--- config.mk ---
export PLATFORM = sky130hd
export DESIGN_NAME = uart_rx_sampler
export DESIGN_NICKNAME = d
export VERILOG_FILES = /design/src/rtl/uart_rx_pkg.sv /design/src/rtl/uart_rx_edge_bit_counter.sv /design/src/rtl/uart_rx_sampler.sv
export SDC_FILE = /design/constraint.sdc
export NUM_CORES = 1
export LEC_CHECK = 0
export ABC_AREA = 1
export CAP_MARGIN = 10
export CORE_UTILIZATION = 45
export CTS_CLUSTER_DIAMETER = 120
export DETAILED_ROUTE_END_ITERATION = 16
export HOLD_SLACK_MARGIN = 0.1
export PLACE_DENSITY = 0.71
export SLEW_MARGIN = 20
export SYNTH_ARGS = -nofsm -noshare
export SYNTH_HDL_FRONTEND = slang
export SYNTH_HIERARCHICAL = 1
export SYNTH_SLANG_ARGS = --single-unit
--- constraint.sdc ---
create_clock -name clk -period 1.6 [get_ports clk]
set_input_delay 0.24 -clock clk [delete_from_list [all_inputs] [get_ports clk]]
set_output_delay 0.24 -clock clk [all_outputs]
set_load 0.02 [all_outputs]
--- src/rtl/uart_rx_pkg.sv ---
// rtl/uart_rx_pkg.sv - shared constants and helpers for the UART receive sampler
package uart_rx_pkg;

  // Default widths: 6-bit prescale covers ratios up to 62, 4-bit bit index
  // covers start + 8 data + parity + stop.
  localparam int PRESCALE_W = 6;
  localparam int BIT_CNT_W  = 4;

  // Supported oversampling ratios.
  localparam logic [PRESCALE_W-1:0] PS_8  = PRESCALE_W'(8);
  localparam logic [PRESCALE_W-1:0] PS_16 = PRESCALE_W'(16);
  localparam logic [PRESCALE_W-1:0] PS_32 = PRESCALE_W'(32);

  // Smallest ratio that still leaves room for three distinct sample points.
  localparam int PS_MIN = 4;

  // Level of the serial line when nothing is being transmitted.
  localparam logic IDLE_LEVEL = 1'b1;

  // Early and centre samples captured before the vote.
  typedef struct packed {
    logic s0;
    logic s1;
  } sample_pair_t;

  // Two-out-of-three vote; a single corrupted sample cannot flip the result.
  function automatic logic majority3(input logic a, input logic b, input logic c);
    return (a & b) | (a & c) | (b & c);
  endfunction

endpackage

--- src/rtl/uart_rx_edge_bit_counter.sv ---
// rtl/uart_rx_edge_bit_counter.sv - oversampling edge counter, bit counter and prescale latch
module uart_rx_edge_bit_counter
  import uart_rx_pkg::*;
#(
  parameter int PRESCALE_W_P = PRESCALE_W,
  parameter int BIT_CNT_W_P  = BIT_CNT_W
) (
  input  logic                    clk,
  input  logic                    rst,
  input  logic                    en,
  input  logic [PRESCALE_W_P-1:0] prescale,
  output logic [PRESCALE_W_P-1:0] ps_q,
  output logic [PRESCALE_W_P-1:0] edge_cnt,
  output logic [BIT_CNT_W_P-1:0]  bit_cnt,
  output logic                    bit_done
);

  logic [PRESCALE_W_P-1:0] ps_legal;
  logic                    last_edge;

  // Clamp tiny ratios up to the minimum and force even so mid-bit is exact.
  always_comb begin
    ps_legal = prescale;
    if (prescale < PRESCALE_W_P'(PS_MIN)) begin
      ps_legal = PRESCALE_W_P'(PS_MIN);
    end else begin
      ps_legal[0] = 1'b0;
    end
  end

  assign last_edge = (edge_cnt == (ps_q - PRESCALE_W_P'(1)));

  // Ratio is only loaded while idle so a frame always runs at one rate;
  // counters advance while enabled and clear whenever enable is low.
  always_ff @(posedge clk) begin
    if (rst) begin
      ps_q     <= ps_legal;
      edge_cnt <= '0;
      bit_cnt  <= '0;
      bit_done <= 1'b0;
    end else if (!en) begin
      ps_q     <= ps_legal;
      edge_cnt <= '0;
      bit_cnt  <= '0;
      bit_done <= 1'b0;
    end else if (last_edge) begin
      edge_cnt <= '0;
      bit_cnt  <= bit_cnt + BIT_CNT_W_P'(1);
      bit_done <= 1'b1;
    end else begin
      edge_cnt <= edge_cnt + PRESCALE_W_P'(1);
      bit_done <= 1'b0;
    end
  end

endmodule

--- src/rtl/uart_rx_sampler.sv ---
// rtl/uart_rx_sampler.sv - UART receive front end: synchroniser, bit timing and mid-bit majority vote
module uart_rx_sampler
  import uart_rx_pkg::*;
#(
  parameter int PRESCALE_W_P = PRESCALE_W,
  parameter int BIT_CNT_W_P  = BIT_CNT_W
) (
  input  logic                    clk,
  input  logic                    rst,
  input  logic                    en,
  input  logic                    rx_in,
  input  logic [PRESCALE_W_P-1:0] prescale,
  output logic                    sampled_bit,
  output logic                    sample_valid,
  output logic [PRESCALE_W_P-1:0] edge_cnt,
  output logic [BIT_CNT_W_P-1:0]  bit_cnt,
  output logic                    bit_done
);

  logic                    rx_meta;
  logic                    rx_s;
  logic [PRESCALE_W_P-1:0] ps_q;
  logic [PRESCALE_W_P-1:0] mid;
  logic                    cap_early;
  logic                    cap_centre;
  logic                    vote_now;
  sample_pair_t            samp;

  // Two-flop synchroniser; resets to idle so a reset never looks like a start bit.
  always_ff @(posedge clk) begin
    if (rst) begin
      rx_meta <= IDLE_LEVEL;
      rx_s    <= IDLE_LEVEL;
    end else begin
      rx_meta <= rx_in;
      rx_s    <= rx_meta;
    end
  end

  uart_rx_edge_bit_counter #(
    .PRESCALE_W_P (PRESCALE_W_P),
    .BIT_CNT_W_P  (BIT_CNT_W_P)
  ) u_counter (
    .clk      (clk),
    .rst      (rst),
    .en       (en),
    .prescale (prescale),
    .ps_q     (ps_q),
    .edge_cnt (edge_cnt),
    .bit_cnt  (bit_cnt),
    .bit_done (bit_done)
  );

  // Sample points straddle the bit centre: mid-1, mid, and mid+1 (the vote).
  assign mid        = ps_q >> 1;
  assign cap_early  = en && (edge_cnt == (mid - PRESCALE_W_P'(1)));
  assign cap_centre = en && (edge_cnt == mid);
  assign vote_now   = en && (edge_cnt == (mid + PRESCALE_W_P'(1)));

  // Hold the two earlier samples; dropping enable discards a half-collected bit.
  always_ff @(posedge clk) begin
    if (rst || !en) begin
      samp.s0 <= IDLE_LEVEL;
      samp.s1 <= IDLE_LEVEL;
    end else begin
      if (cap_early) begin
        samp.s0 <= rx_s;
      end
      if (cap_centre) begin
        samp.s1 <= rx_s;
      end
    end
  end

  // Register the vote and strobe it once per bit; the last value survives disable.
  always_ff @(posedge clk) begin
    if (rst) begin
      sampled_bit  <= IDLE_LEVEL;
      sample_valid <= 1'b0;
    end else if (!en) begin
      sample_valid <= 1'b0;
    end else begin
      sample_valid <= vote_now;
      if (vote_now) begin
        sampled_bit <= majority3(samp.s0, samp.s1, rx_s);
      end
    end
  end

endmodule

==> impl_metrics.csv <==
group,metric,value,unit
die,floorplan.initialDensity,48.68,%
logic_synthesis,synthesis.area,0.001523,mm^2
sta,relSlewSlack,78.98,%
final_layout,final-instance-count-excl-fill,331,
hold_path,worstHoldPathCells,1,
setup_path,worstPathMaxFanout,6,
final_layout,fill_cell_count,296,
setup_path,regToRegSetupSlack,-0.04,ns
drt,wl,3.460,mm
sta,period_share,102.4,%
placed_design,gp_congestion,0.8438,
final_layout,nNetsFinal,303,
clock_tree,htreeDepth,1,
final_layout,final_layout_size_suffix_gt1_share,17.77,%
final_layout,diodes,0,
hold_path,worstHoldStart,"rx_meta$_SDFF_PP1_",
global_routing,grt.total_usage,20.49,%
job,cap_viol_max_count,0,
final_layout,mostFrequentLayoutCells,"nand2_1, inv_1, nand3_1",
clock_tree,insertion_delay,0.30,ns
clock_tree,ctsLongestPathBuffers,2,
clock_tree,tritoncts.num_buffers,3,
die,std_cell_rows,20,
sta,final-hold-violation-count,0,
placed_design,number_of_port_buffers,21,
sta,layout_setup_ws,-0.03894,ns
setup_path,worst-setup-path-type,"reg -> reg",
global_routing,grt_pass1_wl,5.561,mm
pwr,total_leakage_power,0.001013,uW
sta,timing_worst_slew_pin_value,0.3153,ns
drt,routed-via-count,1560,
final_layout,layout_commonest_cell,"nand2_1",
global_routing,grt_overflow_total,0,
hold_path,hp-class,"reg -> reg",
pwr,p_per_area,627.3,mW/mm^2
die,die_area,0.003620,mm^2
setup_path,critPathArrivalTime,1.85,ns
placed_design,place.detailed.hpwl,2.635,mm
clock_tree,count_of_clock_tree_sinks,22,
clock_tree,post_cts_hold_buffer_count,0,
die,chipHeight,60.17,um
drt,drc_errors,0,
setup_path,critical_register_to_register_path_startpoint,"u_counter/ps_q[1]$_SDFFCE_PN0P_",
drt,drt-pass1-iter-count,4,
global_routing,number_of_antenna_violations_at_the_first_check_in_global_routing,0,
sta,top_achievable_clock_speed,0.6101,GHz
final_layout,final_design_area_no_fill,0.001992,mm^2
setup_path,setup.worst_path.end_class,"register",
run_status,failed_checks,"negative setup slack",
pwr,max-vdd-ir-drop,0.4845,mV
placed_design,postPlaceCellArea,0.001891,mm^2
placed_design,placedCellCount,322,
drt,vias_per_cell,4.713,
global_routing,vias_in_the_first_global_route,1272,
clock_tree,ctsRootBufferMaster,"clkbuf_4",
drt,wire_per_inst,10.45,um
sta,setup_repair_after_global_routing_missed_its_margin,"true",
setup_path,cp_data_required_time,1.81,ns
final_layout,area_growth_syn_to_layout,30.81,%
logic_synthesis,synth_cells,247,
drt,drt_first_iter_violations,68,
run_status,status,"complete, but fails checks",
sta,worst_hold_slack,0.4503,ns
drt,antenna_left,0,
global_routing,largest_net_degree_at_the_start_of_global_routing,13,
die,die_width,60.17,um
sta,final-setup-viol-count,9,
die,io_pins,23,
setup_path,regToRegEndpoint,"u_counter/edge_cnt[3]$_SDFF_PP0_",
sta,clock_skew,0.004470,ns
sta,finalMaxSlewViolations,0,
logic_synthesis,synth_area_per_cell,6.165,um^2
setup_path,cp-start-kind,"register",
sta,setup_total_negative_slack,-0.2519,ns
sta,min_period,1.639,ns
logic_synthesis,synth.net_count,262,
pwr,power,1250,uW
hold_path,timing.hold.worst_endpoint,"rx_s$_SDFF_PP1_",
die,core_area,0.003128,mm^2
clock_tree,clkTransAtPathRegs,0.13,ns
setup_path,r2r.worst_path.cells,10,
logic_synthesis,synth_warnings,6,
clock_tree,tritoncts,"yes",
-- worst max-delay path, stage by stage, from the launching register on --
cell	delay [ns]
edfxtp_1	0.50
inv_2	0.12
ha_4	0.21
a21oi_2	0.16
nand2_1	0.08
nor2_2	0.09
nand2_2	0.07
nor2_4	0.13
nor2_4	0.06
inv_4	0.08
nor2_1	0.04
-- flip-flops by register name (all words and copies together), names as in the netlist --
name,flops
u_counter/edge_cnt,6
sample_valid,1
rx_s,1
u_counter/bit_done,1
sampled_bit,1
samp,2
u_counter/bit_cnt,4
rx_meta,1
u_counter/ps_q,5
-- area by class of cell --
class                   instances  area [um^2]  share of cell area [%]
clock buffers                   3        22.52                   1.131
clock inverters                 1        3.754                  0.1884
multi-input cells             188        940.9                   47.24
flip-flops and latches         22        494.2                   24.81
well taps                      44        55.05                   2.764
repair buffers                 39        345.3                   17.34
inverters                      34        130.1                   6.533
-- per-layer routing --
layer | GRT usage, % | part of all wire, % | vias up
li1 | - | - | 839
met1 | 28.76 | 49 | 682
met2 | 31.87 | 47 | 37
met3 | 3.030 | 3.0 | 2
met4 | 6.645 | 0.61 | 0
met5 | 0 | 0 | -
-- power breakdown --
part	switching, uW	leakage [uW]	internal [uW]
combinational	203	0.000807	166
sequential	32.2	0.000190	589
clock	169	0.0000154	90.9
-- metrics by stage --
step / setup slack [ns] / util, %
2_1_floorplan: -0.004628 / -
3_3_place_gp: 0.01428 / 60.44
3_5_place_dp: -0.01232 / 60.44
4_1_cts: -0.05322 / 61.72
5_1_grt: -0.1458 / 63.68
6_report: -0.03894 / 63.68
-- how the worst max path moves through the flow --
stage                                    startpoint                               end  depth (start not counted)  slack, ns
floorplan           u_counter/ps_q[1]$_SDFFCE_PN0P_  u_counter/edge_cnt[0]$_SDFF_PP0_                         10     -0.005
global placement    u_counter/ps_q[2]$_SDFFCE_PN1P_  u_counter/edge_cnt[0]$_SDFF_PP0_                         10       0.01
detailed placement  u_counter/ps_q[1]$_SDFFCE_PN0P_  u_counter/edge_cnt[0]$_SDFF_PP0_                         10      -0.01
CTS                 u_counter/ps_q[1]$_SDFFCE_PN0P_  u_counter/edge_cnt[0]$_SDFF_PP0_                         10      -0.05
global route        u_counter/ps_q[1]$_SDFFCE_PN0P_  u_counter/edge_cnt[3]$_SDFF_PP0_                         10      -0.15
finish              u_counter/ps_q[1]$_SDFFCE_PN0P_  u_counter/edge_cnt[3]$_SDFF_PP0_                         10      -0.04
-- timing repair --
item                                    CTS  global route
pin swaps                                 1             6
gates resized for setup                  11            11
buffers inserted                          2             3
endpoints found under the setup margin   15            16
hold endpoints to repair                  0             0
(Power assumes the default switching activity.)
